### src/rtl/vga_if.sv
// VGA pixel-stream bundle: timing counters, sync/blank flags and 12-bit colour.
interface vga_if;
    logic [11:0] hcount;
    logic [11:0] vcount;
    logic        hsync;
    logic        vsync;
    logic        hblnk;
    logic        vblnk;
    logic [11:0] rgb;

    modport in  (input  hcount, vcount, hsync, vsync, hblnk, vblnk, rgb);
    modport out (output hcount, vcount, hsync, vsync, hblnk, vblnk, rgb);
endinterface

### src/rtl/draw_cursor.sv
// Sprite-cursor overlay stage: 2-bit sprite, integer up-scale, blink and invert,
// with position/enables latched at vblank start to avoid tearing.
module draw_cursor #(
    parameter int unsigned SPRITE_W     = 16,
    parameter int unsigned SPRITE_H     = 16,
    parameter int unsigned SCALE_LOG2   = 0,
    parameter int unsigned BLINK_FRAMES = 30,
    parameter logic [11:0] COLOR_A      = 12'hFFF,
    parameter logic [11:0] COLOR_B      = 12'h000
) (
    input  logic                                  clk,
    input  logic                                  rst,
    vga_if.in                                     vga_in,
    vga_if.out                                    vga_out,
    input  logic [11:0]                           xpos,
    input  logic [11:0]                           ypos,
    input  logic                                  enable,
    input  logic                                  blink_en,
    input  logic                                  spr_we,
    input  logic [$clog2(SPRITE_W*SPRITE_H)-1:0]  spr_addr,
    input  logic [1:0]                            spr_data,
    output logic                                  cursor_hit
);

    localparam int unsigned NPIX  = SPRITE_W * SPRITE_H;
    localparam int unsigned AW    = $clog2(NPIX);
    localparam int unsigned CW    = $clog2(BLINK_FRAMES + 1);
    localparam logic [12:0] WIN_W = 13'(SPRITE_W << SCALE_LOG2);
    localparam logic [12:0] WIN_H = 13'(SPRITE_H << SCALE_LOG2);

    logic [1:0]    mem_q [NPIX];
    logic [1:0]    mem_d [NPIX];

    logic          vblnk_prev_q;
    logic [11:0]   x_lat_q, x_lat_d;
    logic [11:0]   y_lat_q, y_lat_d;
    logic          en_lat_q, en_lat_d;
    logic          bl_lat_q, bl_lat_d;
    logic [CW-1:0] frame_cnt_q, frame_cnt_d;
    logic          phase_q, phase_d;

    logic          win_q, win_d;
    logic [AW-1:0] addr_q, addr_d;
    logic [11:0]   rgb_q;
    logic [11:0]   hcount_q, vcount_q;
    logic          hsync_q, vsync_q, hblnk_q, vblnk_q;

    logic [11:0]   out_rgb_q, out_rgb_d;
    logic          hit_q, hit_d;
    logic [11:0]   out_hcount_q, out_vcount_q;
    logic          out_hsync_q, out_vsync_q, out_hblnk_q, out_vblnk_q;

    logic          vb_start;
    logic [12:0]   dx, dy;
    logic [1:0]    code;

    always_comb begin
        mem_d = mem_q;
        if (spr_we) mem_d[spr_addr] = spr_data;
    end

    always_comb begin
        vb_start    = vga_in.vblnk & ~vblnk_prev_q;
        x_lat_d     = x_lat_q;
        y_lat_d     = y_lat_q;
        en_lat_d    = en_lat_q;
        bl_lat_d    = bl_lat_q;
        frame_cnt_d = frame_cnt_q;
        phase_d     = phase_q;
        if (vb_start) begin
            x_lat_d  = xpos;
            y_lat_d  = ypos;
            en_lat_d = enable;
            bl_lat_d = blink_en;
            // The freshly latched blink enable decides this frame's counter step.
            if (!blink_en) begin
                frame_cnt_d = '0;
                phase_d     = 1'b1;
            end else if (frame_cnt_q == CW'(BLINK_FRAMES - 1)) begin
                frame_cnt_d = '0;
                phase_d     = ~phase_q;
            end else begin
                frame_cnt_d = frame_cnt_q + CW'(1);
            end
        end
    end

    always_comb begin
        dx     = {1'b0, vga_in.hcount} - {1'b0, x_lat_q};
        dy     = {1'b0, vga_in.vcount} - {1'b0, y_lat_q};
        win_d  = !dx[12] && (dx < WIN_W) && !dy[12] && (dy < WIN_H) &&
                 !vga_in.hblnk && !vga_in.vblnk && en_lat_q && phase_q;
        // Only meaningful inside the window, where the shifted offsets fit the sprite.
        addr_d = AW'((32'(dy) >> SCALE_LOG2) * SPRITE_W + (32'(dx) >> SCALE_LOG2));
    end

    always_comb begin
        code      = mem_q[addr_q];
        out_rgb_d = rgb_q;
        hit_d     = 1'b0;
        if (win_q) begin
            case (code)
                2'b01: begin out_rgb_d = COLOR_A; hit_d = 1'b1; end
                2'b10: begin out_rgb_d = COLOR_B; hit_d = 1'b1; end
                2'b11: begin out_rgb_d = ~rgb_q;  hit_d = 1'b1; end
                default: ;
            endcase
        end
    end

    always_ff @(posedge clk or negedge rst) begin
        if (!rst) begin
            mem_q        <= '{default: '0};
            vblnk_prev_q <= 1'b0;
            x_lat_q      <= '0;
            y_lat_q      <= '0;
            en_lat_q     <= 1'b0;
            bl_lat_q     <= 1'b0;
            frame_cnt_q  <= '0;
            phase_q      <= 1'b1;
            win_q        <= 1'b0;
            addr_q       <= '0;
            rgb_q        <= '0;
            hcount_q     <= '0;
            vcount_q     <= '0;
            hsync_q      <= 1'b0;
            vsync_q      <= 1'b0;
            hblnk_q      <= 1'b0;
            vblnk_q      <= 1'b0;
            out_rgb_q    <= '0;
            hit_q        <= 1'b0;
            out_hcount_q <= '0;
            out_vcount_q <= '0;
            out_hsync_q  <= 1'b0;
            out_vsync_q  <= 1'b0;
            out_hblnk_q  <= 1'b0;
            out_vblnk_q  <= 1'b0;
        end else begin
            mem_q        <= mem_d;
            vblnk_prev_q <= vga_in.vblnk;
            x_lat_q      <= x_lat_d;
            y_lat_q      <= y_lat_d;
            en_lat_q     <= en_lat_d;
            bl_lat_q     <= bl_lat_d;
            frame_cnt_q  <= frame_cnt_d;
            phase_q      <= phase_d;
            win_q        <= win_d;
            addr_q       <= addr_d;
            rgb_q        <= vga_in.rgb;
            hcount_q     <= vga_in.hcount;
            vcount_q     <= vga_in.vcount;
            hsync_q      <= vga_in.hsync;
            vsync_q      <= vga_in.vsync;
            hblnk_q      <= vga_in.hblnk;
            vblnk_q      <= vga_in.vblnk;
            out_rgb_q    <= out_rgb_d;
            hit_q        <= hit_d;
            out_hcount_q <= hcount_q;
            out_vcount_q <= vcount_q;
            out_hsync_q  <= hsync_q;
            out_vsync_q  <= vsync_q;
            out_hblnk_q  <= hblnk_q;
            out_vblnk_q  <= vblnk_q;
        end
    end

    assign vga_out.hcount = out_hcount_q;
    assign vga_out.vcount = out_vcount_q;
    assign vga_out.hsync  = out_hsync_q;
    assign vga_out.vsync  = out_vsync_q;
    assign vga_out.hblnk  = out_hblnk_q;
    assign vga_out.vblnk  = out_vblnk_q;
    assign vga_out.rgb    = out_rgb_q;
    assign cursor_hit     = hit_q;

endmodule

### src/flat_wrapper.sv
// flat-port wrapper written by rule: the top's interface ports become plain ports
module draw_cursor_flat 
#(
    parameter int unsigned SPRITE_W     = 16,
    parameter int unsigned SPRITE_H     = 16,
    parameter int unsigned SCALE_LOG2   = 0,
    parameter int unsigned BLINK_FRAMES = 30,
    parameter logic [11:0] COLOR_A      = 12'hFFF,
    parameter logic [11:0] COLOR_B      = 12'h000
)
  (clk, rst, xpos, ypos, enable, blink_en, spr_we, spr_addr, spr_data, cursor_hit, vga_in_hcount, vga_in_vcount, vga_in_hsync, vga_in_vsync, vga_in_hblnk, vga_in_vblnk, vga_in_rgb, vga_out_hcount, vga_out_vcount, vga_out_hsync, vga_out_vsync, vga_out_hblnk, vga_out_vblnk, vga_out_rgb);
  vga_if vga_in_i ();
  vga_if vga_out_i ();
  input  logic clk;
  input  logic rst;
  input  logic [11:0] xpos;
  input  logic [11:0] ypos;
  input  logic enable;
  input  logic blink_en;
  input  logic spr_we;
  input  logic [$clog2(SPRITE_W*SPRITE_H)-1:0] spr_addr;
  input  logic [1:0] spr_data;
  output logic cursor_hit;
  input wire logic [$bits(vga_in_i.hcount)-1:0] vga_in_hcount;
  input wire logic [$bits(vga_in_i.vcount)-1:0] vga_in_vcount;
  input wire logic [$bits(vga_in_i.hsync)-1:0] vga_in_hsync;
  input wire logic [$bits(vga_in_i.vsync)-1:0] vga_in_vsync;
  input wire logic [$bits(vga_in_i.hblnk)-1:0] vga_in_hblnk;
  input wire logic [$bits(vga_in_i.vblnk)-1:0] vga_in_vblnk;
  input wire logic [$bits(vga_in_i.rgb)-1:0] vga_in_rgb;
  output wire logic [$bits(vga_out_i.hcount)-1:0] vga_out_hcount;
  output wire logic [$bits(vga_out_i.vcount)-1:0] vga_out_vcount;
  output wire logic [$bits(vga_out_i.hsync)-1:0] vga_out_hsync;
  output wire logic [$bits(vga_out_i.vsync)-1:0] vga_out_vsync;
  output wire logic [$bits(vga_out_i.hblnk)-1:0] vga_out_hblnk;
  output wire logic [$bits(vga_out_i.vblnk)-1:0] vga_out_vblnk;
  output wire logic [$bits(vga_out_i.rgb)-1:0] vga_out_rgb;
  assign vga_in_i.hcount = vga_in_hcount;
  assign vga_in_i.vcount = vga_in_vcount;
  assign vga_in_i.hsync = vga_in_hsync;
  assign vga_in_i.vsync = vga_in_vsync;
  assign vga_in_i.hblnk = vga_in_hblnk;
  assign vga_in_i.vblnk = vga_in_vblnk;
  assign vga_in_i.rgb = vga_in_rgb;
  assign vga_out_hcount = vga_out_i.hcount;
  assign vga_out_vcount = vga_out_i.vcount;
  assign vga_out_hsync = vga_out_i.hsync;
  assign vga_out_vsync = vga_out_i.vsync;
  assign vga_out_hblnk = vga_out_i.hblnk;
  assign vga_out_vblnk = vga_out_i.vblnk;
  assign vga_out_rgb = vga_out_i.rgb;
  draw_cursor #(.SPRITE_W(SPRITE_W), .SPRITE_H(SPRITE_H), .SCALE_LOG2(SCALE_LOG2), .BLINK_FRAMES(BLINK_FRAMES), .COLOR_A(COLOR_A), .COLOR_B(COLOR_B)) u_core (.clk(clk), .rst(rst), .vga_in(vga_in_i), .vga_out(vga_out_i), .xpos(xpos), .ypos(ypos), .enable(enable), .blink_en(blink_en), .spr_we(spr_we), .spr_addr(spr_addr), .spr_data(spr_data), .cursor_hit(cursor_hit));
endmodule
### config.mk
export PLATFORM = sky130hd
export DESIGN_NAME = draw_cursor_flat
export DESIGN_NICKNAME = d
export VERILOG_FILES = /design/src/rtl/vga_if.sv /design/src/rtl/draw_cursor.sv /design/src/flat_wrapper.sv
export SDC_FILE = /design/constraint.sdc
export NUM_CORES = 1
export LEC_CHECK = 0
export ABC_AREA = 1
export BUFFER_PORTS_ARGS = -buffer_cell sky130_fd_sc_hd__buf_4
export CORE_AREA = 2 2 352 354
export CTS_CLUSTER_SIZE = 10
export DETAILED_ROUTE_END_ITERATION = 7
export DIE_AREA = 0 0 354 356
export PLACE_DENSITY = 0.37
export SETUP_SLACK_MARGIN = 0.2
export SYNTH_ARGS = -nofsm -noshare
export SYNTH_HDL_FRONTEND = slang
export SYNTH_SLANG_ARGS = --single-unit
export TNS_END_PERCENT = 10
### constraint.sdc
create_clock -name clk -period 2.65 [get_ports clk]
set_input_delay 0.265 -clock clk [delete_from_list [all_inputs] [get_ports clk]]
set_output_delay 0.265 -clock clk [all_outputs]
set_load 0.02 [all_outputs]
-- Yosys cells after proc, flatten, opt, wreduce, memory -nomap -nowiden
Cells that the tools add are included.
Widths: inputs -> output; s select.
- bits in registers: 633
- input port bits: 79
- output and inout port bits: 41
- word-level logic and storage cells: 326
- $add $sub $neg: 4
- order comparisons: 5
- equality and inequality tests: 5
- mux-type cells: 14
- bitwise gates (word level): 6
- reductions and logical operators: 14
- operator list (cell ; number):
    $bwmux 512 ; 1
    $pmux 12 s3 ; 1
    $lt 13x5->1 const B ; 2
    $sub 12x12->13 ; 2
    $ge 9x9->1 const B ; 2
    $not 8->9 ; 2
    $bmux 2 s8 ; 1
    $demux 2 s8 ; 1
    $mux 12 ; 1
    $not 12->12 ; 1
    $mux 5 ; 2
    $lt 9x1->1 const B ; 1
    $add 8x8->8 ; 1
    $logic_and 1x1->1 ; 8
    $mux 2 ; 3
    $add 5x1->5 const B ; 1
    $eq 5x5->1 const B ; 1
    $eq 2x2->1 const B ; 2
    $logic_not 1->1 ; 4
    $mux 1 ; 4
    $reduce_or 3->1 ; 1
    $eq 2x1->1 const B ; 1
    $ne 2x1->1 const B ; 1
    $not 1->1 ; 2
    2 further kinds ; 2

-- Longest topological paths before layout
- depth after elaboration: 9
- gate-level depth with buffers: 17
- mapped depth without buffers: 14

-- Worst setup path before layout
OpenSTA, ideal clock, no wires.
- path kind: register -> register
- start: register u_core.x_lat_q[2]
- end: register u_core.addr_q[7]
- setup time: 0.079 ns
- data arrival time: 2.235 ns
- required time: 2.571 ns
- path slack: 0.336 ns
- cell stages (with the launch flop): 13
- path buffers: 0
- period minus slack after synthesis: 2.314 ns
- cells stage by stage: dfrtp_1 > inv_1 > ha_1 > a21oi_1 > nand2_1 > a21boi_0 > xor2_1 > inv_1 > ha_1 > a21o_1 > a21oi_1 > xor2_1 > xor2_1
- word-level cells in the longest chain between the ends: 2
- ends and longest elaborated chain (item ; line ; source):
    start: declaration ; draw_cursor.sv:35 ; logic [11:0] x_lat_q, x_lat_d;
    start signal: assignment ; draw_cursor.sv:141 ; x_lat_q <= x_lat_d;
    $sub 12x12->13 ; draw_cursor.sv:89 ; dx = {1'b0, vga_in.hcount} - {1'b0, x_lat_q};
    $add 8x8->8 ; draw_cursor.sv:94 ; addr_d = AW'((32'(dy) >> SCALE_LOG2) * SPRITE_W + (32'(dx) >> SCALE_LOG2));
    named net u_core.addr_d[7] ; draw_cursor.sv:43 ; logic [AW-1:0] addr_q, addr_d;
    end signal: assignment ; draw_cursor.sv:148 ; addr_q <= addr_d;
    end: declaration ; draw_cursor.sv:43 ;
The timed path passes the listed nets, and every way through them passes these cells.
A chain may end at the register's enable or synchronous reset.

-- Worst setup path in the final report
- start: register u_core.addr_q[0]
- end: register u_core.out_rgb_q[6] (netlist: u_core.vga_out.rgb[6])
- word-level cells in the longest chain between the ends: 7
- elaborated cells between the ends (all ways): 9
- classes of those cells: eq/ne (3); mux (5); bitwise (1)
- ends and longest elaborated chain (item ; line ; source):
    $not 8->9 (implied by the code) (*) ; draw_cursor.sv:98 ; code = mem_q[addr_q];
    $bmux 2 s8 (*) ; draw_cursor.sv:98 ;
    $mux 2 (implied by the code) (*) (2 in series) ; draw_cursor.sv:98 ;
    $eq 2x2->1 or $eq 2x1->1 (tied branches) ; draw_cursor.sv:102 ; case (code)
    $pmux 12 s3 (*) ; draw_cursor.sv:102 ;
    $mux 12 (*) ; draw_cursor.sv:101 ; if (win_q) begin
    named net u_core.out_rgb_d[6] ; draw_cursor.sv:48 ; logic [11:0] out_rgb_q, out_rgb_d;
    end signal: assignment ; draw_cursor.sv:156 ; out_rgb_q <= out_rgb_d;
    end: declaration ; draw_cursor.sv:48 ;
The timed path passes the listed nets; every way through them passes the cells marked *. The select of a mux whose other input is x is not followed.

==> impl_metrics.csv <==
group,metric,value,unit
sta,layout_min_cycle_time,2500,ps
sta,grt_setup_unrepaired,"true",
floorplan,die_h,356,um
worst_setup_path,end_kind,"flip-flop",
sta,drv_slew,0,
yosys,netlist_area,29170,sq um
route,wirelength,110500,um
place,preCtsSetupSlack,87.67,ps
pwr,power.switching,9.848,mW
pwr,internal-power,19.65,mW
cts,root_buffer,"clkbuf_16",
global_route,grt-ovfl-total,0,
cts,cts.sinks,633,
route,ant_nets,0,
worst_setup_path,cpMostUsedCell,"nand3_2",
worst_setup_path,cp_max_fo,7,
finish,nets,3953,
pwr,switching_share,0.3339,
finish,area_delta_synth_final,28.86,%
worst_setup_path,rrSetupSlack,150,ps
place,place.gp.congestion,0.7707,
finish,fill_cells,13232,
outcome,status,"complete, no violations",
yosys,synth_cells,3590,
worst_setup_path,critical_path.top_delay_family,"simple AND/OR/NAND/NOR gates",
sta,clock_skew,19.05,ps
yosys,yosys_register_bits,633,
global_route,grt_usage,0.1696,
worst_setup_path,crit_type,"flip-flop to flip-flop",
route,drt_iter0_markers,1906,
yosys,synth_cell_types,36,
route,num_vias,25438,
route,first_pass_iters,6,
cts,cts_tree,"done",
finish,drive_above_1_share,0.1407,
worst_setup_path,cp_num_buf_inv,5,
finish,n_antenna_cell,0,
cts,clk_path_buf_depth,3,
place,dpl.hpwl,66660,um
worst_setup_path,critPathCapture,"u_core.vga_out.rgb[6]$_DFF_PN0_",
global_route,antenna_found_initial,2,
sta,slew_headroom,0.3437,
yosys,synth-edff-count,0,
yosys,yosysWarnings,0,
sta,hold_viol,0,
pwr,total_power,29.50,mW
cts,clk_pin_slew,60,ps
floorplan,core_area,122700,sq um
floorplan,ios,120,
pwr,power.share.clock,0.371,
worst_setup_path,crit_start,"u_core.addr_q[0]$_DFF_PN0_",
flow_run,cap_violations,0,
sta,fmax,0.4000,GHz
route,drc_errors,0,
worst_setup_path,required,3180,ps
route,wl_per_cell,19.97,um
worst_setup_path,critPathMaxStageDelay,530,ps
pwr,combPwrFrac,0.268,
worst_setup_path,r2r-end,"u_core.vga_out.rgb[6]$_DFF_PN0_",
yosys,synth-async-reset-ratio,1.000,
sta,setup_ws,150.3,ps
worst_setup_path,worstPathArrival,3030,ps
sta,min_period_over_period,0.9433,
worst_setup_path,rr_startpoint,"u_core.addr_q[0]$_DFF_PN0_",
floorplan,die_w,354,um
yosys,synth-seq-area-share,0.5430,
sta,worst_pin_slew,984.4,ps
yosys,syn-num-nets,3701,
yosys,syn_avg_cell_area,8.127,sq um
pwr,irDropWorstVdd,0.0004978,V
floorplan,num_rows,129,
cts,numCtsBuffers,81,
pwr,power.leakage,16.46,nW
floorplan,initial_core_util,0.2378,
cts,clock_latency,660,ps
sta,timing.setup.tns,0,ps
pwr,p_seq_frac,0.361,
hold_path,hp-class,"input port to flip-flop",
cts,htreeDepth,3,
global_route,grt_pass1_wl,163400,um
finish,final_util,0.3065,
worst_setup_path,startpoint_type,"flip-flop",
floorplan,die-area,126000,sq um
worst_setup_path,crit_path_top_delay_cell,"dfrtp_4",
worst_setup_path,path_cells,"buf_12 -> clkinv_16 -> buf_12 -> clkbuf_16 -> nand2_1 -> nand3_1 -> nand3_1 -> nand3_2 -> nand3_2 -> nand3_2 -> nand3_4 -> nand3_2 -> nand3_4 -> clkbuf_16 -> nand2_1 -> nand2_1",
pwr,power.density,784.6,nW/um^2
global_route,grt_max_degree,92,
yosys,ys.flop_type,"dfrtp_1",
route,routed_via_density,4.598,
worst_setup_path,reg2reg_depth,16,
place,portBuffers,119,
global_route,first_global_vias,25456,
sta,finalSetupViolations,0,
worst_setup_path,crit_cells,16,
power groups by stage:
| stage | clock [mW] | combinational (mW) | sequential, mW |
|---|---|---|---|
| 2_1_floorplan | 0 | 3.64 | 10.7 |
| 3_3_place_gp | 0 | 6.57 | 10.8 |
| 3_5_place_dp | 0 | 6.58 | 10.8 |
| 4_1_cts | 11.3 | 6.78 | 10.6 |
| 5_1_grt | 11.7 | 8.60 | 10.7 |
| 6_report | 10.9 | 7.92 | 10.6 |
sequential cells by signal (all words and copies together), names as in the netlist:
| name | cells |
|---|---|
| u_core.y_lat_q | 12 |
| u_core.vga_out.hcount | 12 |
| u_core.x_lat_q | 12 |
| u_core.phase_q | 1 |
| u_core.vblnk_prev_q | 1 |
| u_core.vcount_q | 12 |
| u_core.vsync_q | 1 |
| u_core.vga_out.vblnk | 1 |
| u_core.frame_cnt_q | 5 |
| u_core.rgb_q | 12 |
| u_core.en_lat_q | 1 |
| u_core.hcount_q | 12 |
| u_core.hblnk_q | 1 |
| u_core.vga_out.vcount | 12 |
| u_core.addr_q | 8 |
| u_core.mem_q | 512 |
| u_core.vga_out.hsync | 1 |
| u_core.win_q | 1 |
| u_core.vga_out.rgb | 12 |
| u_core.vga_out.hblnk | 1 |
| u_core.vga_out.vsync | 1 |
| u_core.cursor_hit | 1 |
| u_core.hsync_q | 1 |
repair_timing:
item | in CTS | in global routing
setup endpoints to repair | 15 | 16
gates resized for setup | 10 | 169
setup buffers | 0 | 11
hold endpoints to repair | 131 | 0
gates cloned | 2 | 19
hold buffers | 75 | 0
pin swaps | 1 | 37
kinds of logic after synthesis:
group | count (synthesis) | share of synthesized area
simple gates | 2000 | 0.2837
xor+xnor | 20 | 0.006004
fa+ha+maj | 32 | 0.01450
flops | 633 | 0.5430
buf+inv | 319 | 0.05099
compound gates | 586 | 0.1018
worst reg2reg max path, delay by kind of cell (launching register included):
| kind | cells | cell delay, ps |
|---|---|---|
| buf+inv | 5 | 840 |
| flops | 1 | 530 |
| simple gates | 11 | 1010 |
cells in the final DEF, fill, tap and decap left out, types with 4 or more instances in the layout:
cell,Yosys,routed
nor3_1,9,7
buf_12,0,45
clkbuf_1,86,25
clkbuf_16,0,100
buf_4,39,208
buf_6,11,8
o21ai_0,453,451
dlygate4sd3_1,0,75
a21o_1,4,4
nor3_4,0,11
buf_8,0,10
xor2_1,14,13
clkbuf_8,0,14
nand2_2,1,16
dfrtp_1,632,628
nand3_2,1,82
inv_1,110,109
xnor2_1,6,5
a21oi_1,49,46
nand2_1,1352,1334
buf_16,0,9
nand3_1,520,432
nor2_1,94,93
nand4_1,11,11
ha_1,29,29
o21ai_1,68,69
nand3_4,0,7
clkinv_2,0,6
cell usage after synthesis, types with 3 or more instances:
master       n  area share
nand2_1   1352        0.17
dfrtp_1    632        0.54
nand3_1    520       0.089
o21ai_0    453       0.078
inv_1      110       0.014
nor2_1      94       0.012
clkbuf_1    86       0.011
o21ai_1     68       0.012
a21oi_1     49      0.0084
buf_2       47      0.0081
buf_4       39       0.010
ha_1        29       0.012
buf_1       20      0.0026
xor2_1      14      0.0042
buf_6       11      0.0042
nand4_1     11      0.0024
nor3_2      11      0.0038
nor3_1       9      0.0015
xnor2_1      6      0.0018
a21o_1       4      0.0010
fa_1         3      0.0021
inv_2        3     0.00039
o22ai_1      3     0.00064
worst min-delay path by stage:
stage | depth (start not counted) | endpoint | start | slack (ps)
floorplan | 0 | u_core.addr_q[0]$_DFF_PN0_ | rst | -30
global placement | 1 | u_core.mem_q[6]$_DFFE_PN0P_ | rst | 240
detailed placement | 1 | u_core.mem_q[6]$_DFFE_PN0P_ | rst | 250
CTS | 3 | u_core.mem_q[8]$_DFFE_PN0P_ | spr_addr[1] | 5
global route | 3 | u_core.mem_q[8]$_DFFE_PN0P_ | spr_addr[1] | 40
finish | 3 | u_core.mem_q[16]$_DFFE_PN0P_ | spr_addr[1] | 50
layout make-up:
type                    instances  area, sq um  area share
inverters                     116        479.2     0.01275
well taps                    1637         2048     0.05448
repair buffers                371         4109      0.1093
repair inverters                1        16.27   0.0004327
flip-flops and latches        633        15850      0.4217
multi-input cells            2638        12530      0.3333
clock buffers                 124         2414     0.06420
clock inverters                12        145.1    0.003861
metrics by stage:
stage	cells	instance area [sq um]	hold slack [ps]
after floorplan	3590	29170	-30.59
after global placement	5289	32830	244.4
after detailed placement	5289	32830	249.0
after CTS	5502	36250	4.983
after global routing	5532	37590	35.09
final	5532	37590	53.89
per-layer routing:
layer | part of all wire | global-route usage
met3 | 0.044 | 0.02894
met1 | 0.48 | 0.2355
met2 | 0.46 | 0.2728
met5 | 0 | 0
met4 | 0.022 | 0.04373
Note: power is estimated with default switching activity, not from simulation.
